### src/rtl/if_rd_arbiter.sv
// rtl/if_rd_arbiter.sv - round-robin owner of the shared SPI read interface
//
// Ports:
//   clk_chip, reset_n_chip      clock, asynchronous active-low reset
//   req, req_schedule, rdy      per-requester request, schedule word, ready
//   config_ready/paulse/data    handshake that starts a transfer on the interface
//   IF_schedule                 schedule word of the granted requester
//   rd_req, rd_valid, rd_data   pop request and returned data words
//   rd_done                     end-of-transfer pulse from the interface
//   grant, out_valid, out_data  owner one-hot and data steered to it
//   xfer_done, xfer_words       completion pulse and delivered word count
//   busy, err_stray             not idle; sticky data-outside-transfer flag
module if_rd_arbiter #(
  parameter int NUM_REQ     = 5,
  parameter int SPI_WIDTH   = 32,
  parameter int SCHED_WIDTH = 8,
  parameter int CNT_WIDTH   = 20
) (
  input  logic                           clk_chip,
  input  logic                           reset_n_chip,
  input  logic [NUM_REQ-1:0]             req,
  input  logic [NUM_REQ*SCHED_WIDTH-1:0] req_schedule,
  input  logic [NUM_REQ-1:0]             rdy,
  input  logic                           config_ready,
  output logic                           config_paulse,
  output logic [3:0]                     config_data,
  output logic [SCHED_WIDTH-1:0]         IF_schedule,
  output logic                           rd_req,
  input  logic                           rd_valid,
  input  logic [SPI_WIDTH-1:0]           rd_data,
  input  logic                           rd_done,
  output logic [NUM_REQ-1:0]             grant,
  output logic [NUM_REQ-1:0]             out_valid,
  output logic [SPI_WIDTH-1:0]           out_data,
  output logic [NUM_REQ-1:0]             xfer_done,
  output logic [CNT_WIDTH-1:0]           xfer_words,
  output logic                           busy,
  output logic                           err_stray
);

  localparam int PTR_W = (NUM_REQ > 1) ? $clog2(NUM_REQ) : 1;

  typedef enum logic [1:0] {S_IDLE, S_CFG, S_XFER, S_DONE} state_t;

  state_t                 state_q, state_d;
  logic [PTR_W-1:0]       ptr_q, ptr_d;
  logic [NUM_REQ-1:0]     grant_q, grant_d;
  logic [3:0]             cfg_q, cfg_d;
  logic [SCHED_WIDTH-1:0] sched_q, sched_d;
  logic [CNT_WIDTH-1:0]   cnt_q, cnt_d;
  logic [CNT_WIDTH-1:0]   words_q, words_d;
  logic [NUM_REQ-1:0]     xfer_done_q, xfer_done_d;
  logic                   err_q, err_d;

  logic [SCHED_WIDTH-1:0] sched_arr [NUM_REQ];
  logic                   found;
  logic [PTR_W-1:0]       win_idx;
  logic [PTR_W-1:0]       cand_idx;
  int                     cand;

  for (genvar i = 0; i < NUM_REQ; i++) begin : g_sched
    assign sched_arr[i] = req_schedule[i*SCHED_WIDTH +: SCHED_WIDTH];
  end

  // First pending requester after the last winner, wrapping around.
  always_comb begin
    found    = 1'b0;
    win_idx  = ptr_q;
    cand     = 0;
    cand_idx = '0;
    for (int k = 1; k <= NUM_REQ; k++) begin
      cand = int'(ptr_q) + k;
      if (cand >= NUM_REQ) cand = cand - NUM_REQ;
      cand_idx = PTR_W'(cand);
      if (!found && req[cand_idx]) begin
        found   = 1'b1;
        win_idx = cand_idx;
      end
    end
  end

  always_ff @(posedge clk_chip or negedge reset_n_chip) begin
    if (!reset_n_chip) begin
      state_q     <= S_IDLE;
      ptr_q       <= PTR_W'(NUM_REQ - 1);
      grant_q     <= '0;
      cfg_q       <= '0;
      sched_q     <= '0;
      cnt_q       <= '0;
      words_q     <= '0;
      xfer_done_q <= '0;
      err_q       <= 1'b0;
    end else begin
      state_q     <= state_d;
      ptr_q       <= ptr_d;
      grant_q     <= grant_d;
      cfg_q       <= cfg_d;
      sched_q     <= sched_d;
      cnt_q       <= cnt_d;
      words_q     <= words_d;
      xfer_done_q <= xfer_done_d;
      err_q       <= err_d;
    end
  end

  always_comb begin
    state_d     = state_q;
    ptr_d       = ptr_q;
    grant_d     = grant_q;
    cfg_d       = cfg_q;
    sched_d     = sched_q;
    cnt_d       = cnt_q;
    words_d     = words_q;
    xfer_done_d = '0;
    // Data arriving while no transfer is open has nowhere to go.
    err_d       = err_q | (rd_valid & (state_q != S_XFER));
    case (state_q)
      S_IDLE: begin
        if (config_ready && found) begin
          state_d = S_CFG;
          ptr_d   = win_idx;
          grant_d = NUM_REQ'(1) << win_idx;
          cfg_d   = 4'(win_idx);
          sched_d = sched_arr[win_idx];
          cnt_d   = '0;
        end
      end
      S_CFG:  state_d = S_XFER;
      S_XFER: begin
        if (rd_valid) cnt_d = cnt_q + CNT_WIDTH'(1);
        if (rd_done) begin
          // cnt_d already includes a word delivered alongside rd_done.
          xfer_done_d = grant_q;
          words_d     = cnt_d;
          grant_d     = '0;
          state_d     = S_DONE;
        end
      end
      S_DONE: if (config_ready) state_d = S_IDLE;
      default: state_d = S_IDLE;
    endcase
  end

  always_comb begin
    busy          = (state_q != S_IDLE);
    config_paulse = (state_q == S_CFG);
    rd_req        = 1'b0;
    out_valid     = '0;
    if (state_q == S_XFER) begin
      rd_req    = (|(rdy & grant_q)) & ~rd_done;
      out_valid = rd_valid ? grant_q : '0;
    end
  end

  assign grant       = grant_q;
  assign config_data = cfg_q;
  assign IF_schedule = sched_q;
  assign xfer_done   = xfer_done_q;
  assign xfer_words  = words_q;
  assign err_stray   = err_q;
  assign out_data    = rd_data;

endmodule

### config.mk
export PLATFORM = sky130hd
export DESIGN_NAME = if_rd_arbiter
export DESIGN_NICKNAME = d
export VERILOG_FILES = /design/src/rtl/if_rd_arbiter.sv
export SDC_FILE = /design/constraint.sdc
export NUM_CORES = 1
export LEC_CHECK = 0
export ABC_AREA = 1
export CORE_UTILIZATION = 46
export DETAILED_ROUTE_END_ITERATION = 16
export GPL_ROUTABILITY_DRIVEN = 0
export GPL_TIMING_DRIVEN = 0
export PLACE_DENSITY_LB_ADDON = 0.12
export SETUP_SLACK_MARGIN = 0.5
export SYNTH_ARGS = -nofsm -noshare
export SYNTH_HDL_FRONTEND = slang
export SYNTH_SLANG_ARGS = --single-unit
### constraint.sdc
create_clock -name clk_chip -period 3.9 [get_ports clk_chip]
set_input_delay 0.78 -clock clk_chip [delete_from_list [all_inputs] [get_ports clk_chip]]
set_output_delay 0.78 -clock clk_chip [all_outputs]
set_load 0.1 [all_outputs]
==> results of run 1 <==
## stage by stage
step	setup slack (ns)	TNS [ns]	area (sq um)	hold slack (ns)	cells
floorplan	0.622	0	4760	0.484	669
global placement	-0.0157	-0.767	6290	0.468	938
detailed placement	0.296	0	6290	0.474	938
CTS	0.509	0	6550	0.493	955
global route	0.395	0	6970	0.512	983
finish	0.626	0	6970	0.486	983
## logic make-up (layout without fill, tap and decap cells)
| logic type | count (synthesis) | after routing | synth area share [%] |
|---|---|---|---|
| AND/OR/NAND/NOR | 333 | 334 | 31.4 |
| buffers and inverters | 150 | 330 | 15.2 |
| AO/OA/AOI/OAI | 84 | 84 | 11.0 |
| flip-flops | 65 | 65 | 34.2 |
| XOR/XNOR | 19 | 19 | 3.49 |
| adder cells (fa/ha/maj) | 17 | 17 | 4.62 |
| other | 1 | 1 | 0.0787 |
## layer usage
| metal | GRT usage (%) | vias up |
|---|---|---|
| met4 | 9.80 | 0 |
| met2 | 45.0 | 174 |
| met5 | 0 | - |
| met3 | 3.90 | 26 |
| li1 | - | 2469 |
| met1 | 27.1 | 2336 |
## path summary, 6_finish.rpt
path                           startpoint        endpoint  slack, ns  cells past startpoint
max reg2reg                      ptr_q[1]  IF_schedule[1]       0.65                     25
max in group asynchronous    reset_n_chip        ptr_q[1]       2.77                      1
min reg2reg                xfer_words[13]  xfer_words[13]       0.49                      2
max                              rd_valid    out_valid[4]       0.63                      4
min                        xfer_words[13]  xfer_words[13]       0.49                      2
min in group asynchronous    reset_n_chip       cnt_q[17]       0.51                      1
## layout by cell type, fill, tap and decap left out, types with 9 or more instances in the layout
cell type,instances
buf_4,62
clkbuf_8,10
clkdlybuf4s50_1,129
dfrtp_1,62
ha_1,12
inv_1,84
nand2_1,180
nand2_2,19
nand3_1,53
nand3_2,9
nand4_1,12
nor2_1,28
o21ai_0,29
o22ai_1,21
or2_2,9
xor2_1,17
## area by class of cell
class,instances,area [sq um],area share [%]
plain buffers,54,392,5.62
clock buffers,10,138,1.97
multi-input cells,455,2580,37.0
repair inverters,1,5.00,0.0718
clock inverters,6,115,1.65
flip-flops and latches,65,1630,23.4
repair buffers,163,1570,22.6
well taps,133,166,2.39
inverters,96,373,5.35
## sequential cells by signal, summed over array words and instances (netlist names)
register,cells
config_data,1
err_stray,1
xfer_done,5
state_q,2
grant,5
cnt_q,20
ptr_q,3
xfer_words,20
IF_schedule,8
## worst max-delay path: cells and delay by family
family	cells	cell delay (ns)
buffers and inverters	2	1.40
AND/OR/NAND/NOR	2	0.32
## repair_timing
item / CTS / global route
pin swaps: 0 / 22
buffers inserted: 1 / 25
gates cloned: 0 / 3
setup endpoints to repair: 41 / 43
gates resized for setup: 12 / 74
==> impl_metrics.yaml, run 1 <==
route:
  remaining_drc_errors: 0
  drt-pass1-iter-count: 4
  wl_met1_um: 5300
  ant_nets: 0
  routed_wl_um: 13400
  dr_wl_met2_um: 7150
  post_drt_wl_per_cell_um: 13.7
  dr.max_layer_used: "met4"
  routed_via_density: 5.09
  dr_wl_met3_um: 713
  drtIter0Drc: 180
  vias: 5005
timing:
  rsz0062_at_grt: "true"
  fin_skew_ns: 0.0116
  fin_crit_ns: 3.27
  slew_viol_final: 0
  worstMarginPinSlew_ns: 1.03
  fin_crit_sh_pct: 83.9
  finalHoldViolCount: 0
  slew_headroom_pct: 31.3
  setup_viol: 0
  max_freq_mhz: 305
synth:
  syn_area_per_cell_sq_um: 7.12
  yosys-top-cells-area: "dfrtp_1 (34%), nand2_1 (15%), inv_1 (6.9%)"
  synth_edf_count: 0
  netlist_area_sq_um: 4760
  synth_nets: 773
  netlist_instances: 669
  yosys_warnings: 0
  synth_top_flop_cell: "dfrtp_1"
  ys_ff_latch: 65
  async_flop_share_pct: 100
  synth.top_cells.by_count: "nand2_1 (196), inv_1 (88), dfrtp_1 (64)"
  yosysTopAreaCellShare_pct: 33.6
  seq_area_frac_synth_pct: 34.2
  yosysMostFrequentCell: "nand2_1"
  yosysTopAreaCell: "dfrtp_1"
  synth_cell_types: 39
run_status:
  status: "completed"
critical_path:
  critical_path.max_stage_delay_ns: 0.83
  cp_data_required_time_ns: 3.12
  path_class: "in2out"
  cp-end-kind: "output port"
  arrival_ns: 2.49
  path_max_fanout: 5
  worstSetupStartpointType: "input port"
  cp_slowest_cell: "clkdlybuf4s15_1"
  path_cells: "clkdlybuf4s50_1 -> nand2_1 -> nor2_1 -> clkdlybuf4s15_1"
place:
  numPortBuffers: 136
  dp_hpwl_um: 9820
floorplan:
  dieArea_sq_um: 10800
  fp-row-count: 36
  coreArea_sq_um: 9910
  initial_core_util_pct: 48.1
  die_x_um: 104
  fp.dieH_um: 104
  io-pin-count: 170
clocking:
  h-tree-depth: 3
  clk_pin_slew_worst_paths_ns: 0.07
  cts_buffer_depth: 2
  clock_sinks: 65
  cts_buffers: 9
  cts_tree: "built"
  ctsHoldBuffers: 0
  cts-root-buf: "clkbuf_8"
  clock_latency_ns: 0.35
finish:
  syn2layout_area_growth_pct: 46.3
  utilization_pct: 70.3
  nNetsFinal: 949
  n_fill_cell: 800
  num_antenna_cells: 0
  drive_gt1_share_pct: 21.1
global_route:
  grt_max_degree: 66
  grt_usage_pct: 24.1
  grt_pass1_wl_um: 21300
  antenna_found_initial: 0
  grt-ovfl-total: 0
  grt_pass1_vias: 4825
job:
  maxCapViolCount: 0
min_path:
  hp-class: "reg2reg"
Power of run 1 is left out: the tool's default activity adds up to more than one toggle a clock period on the data nets, which glitch-free logic cannot reach.
==> run 2, diff against run 1 <==
Clock period 3.9 ns to 3.1 ns, I/O delays scaled along.
==> run 2 against run 1 <==
The flow now finishes with violations (setup timing); first-iteration DRC count grew 21%; count of clock-buffer cells in the layout shrank 1; via count grew 1.1%; critical path depth grew 24; flip-flop and latch count is the same; sequential share of layout area shrank 1.1 points; highest routed layer unchanged.
==> impl_metrics.yaml, run 2 (synthesized netlist as in run 1, its figures left out) <==
critical_path:
  cp_data_required_time_ns: 3.35
  path_class: "reg2reg"
  ff2ff_setup_slack_ns: -0.07
  cp-end-kind: "flop"
  critical_path.max_stage_delay_ns: 0.44
  cp_slowest_cell: "dfrtp_2"
  crit_path_frequent_cell: "nand2_2"
  worstSetupStartpointType: "flop"
  arrival_ns: 3.42
  rr_worst_depth: 28
  path_max_fanout: 5
timing:
  slew_viol_final: 0
  setup_slack_ns: -0.0679
  rsz0062_at_grt: "true"
  finalHoldViolCount: 0
  max_freq_mhz: 316
  worstMarginPinSlew_ns: 1.01
  slew_headroom_pct: 32.2
  fin_crit_ns: 3.17
  setup_viol: 6
  fin_crit_sh_pct: 102
  fin_skew_ns: 0.00877
finish:
  multiInputGateArea_sq_um: 2800
  final_cell_mix: "nand2_1 (165), clkdlybuf4s50_1 (125), inv_1 (74)"
  design_area_sq_um: 7300
  nNetsFinal: 956
  n_fill_cell: 731
  seq_area_sq_um: 1630
  num_antenna_cells: 0
  drive_gt1_share_pct: 28.4
  syn2layout_area_growth_pct: 53.3
  final_common_cell: "nand2_1"
clocking:
  cts_tree: "built"
  clock_sinks: 65
  cts_buffer_depth: 2
  clock_latency_ns: 0.35
  cts-root-buf: "clkbuf_8"
  h-tree-depth: 3
  cts_buffers: 9
  ctsHoldBuffers: 0
  clk_pin_slew_worst_paths_ns: 0.08
place:
  numPortBuffers: 136
  place_area_sq_um: 6400
  dp_hpwl_um: 9850
global_route:
  grt_pass1_wl_um: 22000
  grt_usage_pct: 25.0
  antenna_found_initial: 0
  grt-ovfl-total: 0
  grt_max_degree: 66
  grt_pass1_vias: 4946
route:
  routed_via_density: 5.11
  routed_wl_um: 14100
  post_drt_wl_per_cell_um: 14.3
  vias: 5061
  ant_nets: 0
  remaining_drc_errors: 0
  drt-pass1-iter-count: 5
  drtIter0Drc: 218
floorplan:
  die_x_um: 104
  coreArea_sq_um: 9910
  initial_core_util_pct: 48.1
  io-pin-count: 170
  fp.dieH_um: 104
  fp-row-count: 36
  dieArea_sq_um: 10800
min_path:
  hp-class: "in2async"
run_status:
  status: "finished with violations"
  violations: "setup timing"
job:
  maxCapViolCount: 0
run 2: changes by cell type in the layout (fill, tap and decap cells not counted), moves of 9 or more:
cell and delta:
nand2_2 +10, inv_1 -10, inv_2 +9, buf_6 +11, nand2_1 -15
run 2: path summary, 6_finish.rpt:
path,startpoint,endpoint
min,reset_n_chip,xfer_words[19]
min in group clk_chip,xfer_words[15],xfer_words[15]
max,ptr_q[1],IF_schedule[2]
max in group asynchronous,reset_n_chip,ptr_q[0]
max reg2reg,ptr_q[1],IF_schedule[2]
min reg2reg,xfer_words[15],xfer_words[15]
run 2: timing repair:
action                                  in CTS  in global routing
gates resized for setup                     87                 75
endpoints found under the setup margin      49                 47
gates cloned                                 3                  3
buffers inserted                            21                  9
pin swaps                                   13                 30
run 2: layout make-up:
| type | count | share of cell area [%] |
|---|---|---|
| Buffer | 54 | 6.26 |
| Multi-Input combinational cell | 454 | 38.3 |
| Clock inverter | 7 | 0.977 |
| Sequential cell | 65 | 22.3 |
| Inverter | 96 | 5.12 |
| Timing Repair Buffer | 172 | 23.0 |
| Clock buffer | 9 | 1.70 |
| Tap cell | 133 | 2.28 |
run 2: worst max-delay path: cells and delay by family, from the launching register on:
family          cells  cell delay, ns
compound gates      1            0.05
flops               1            0.44
simple gates       19            1.56
fa+ha+maj           2            0.46
buf+inv             6            0.57
run 2: per-stage QoR:
stage | cells | utilization [%] | TNS (ns) | worst slack (ns) | hold WS [ns]
after CTS | 978 | 70.0 | 0 | 0.0830 | 0.385
after global placement | 938 | 64.6 | -45.96 | -0.898 | 0.467
after detailed placement | 938 | 64.6 | -6.16 | -0.292 | 0.472
after global routing | 990 | 73.7 | -4.67 | -0.236 | 0.421
final | 990 | 73.7 | -0.177 | -0.0679 | 0.359
after floorplan | 669 | - | 0 | 0.248 | 0.324
run 2: routing by layer:
metal | wire, um | global-route usage, % | vias to the layer above
li1 | - | - | 2468
met1 | 5430 | 27.4 | 2367
met2 | 7630 | 47.1 | 199
met3 | 812 | 4.91 | 27
met4 | 268 | 9.59 | 0
met5 | 0 | 0 | -
Power of run 2 is left out for the same reason.
==> run 3, diff against run 2 <==
Settings changed: CORE_MARGIN set to 1.
==> results of run 3 <==
Same layout as run 2: the final DEF is identical, and so are final timing and power.
Power of run 3 is left out for the same reason.
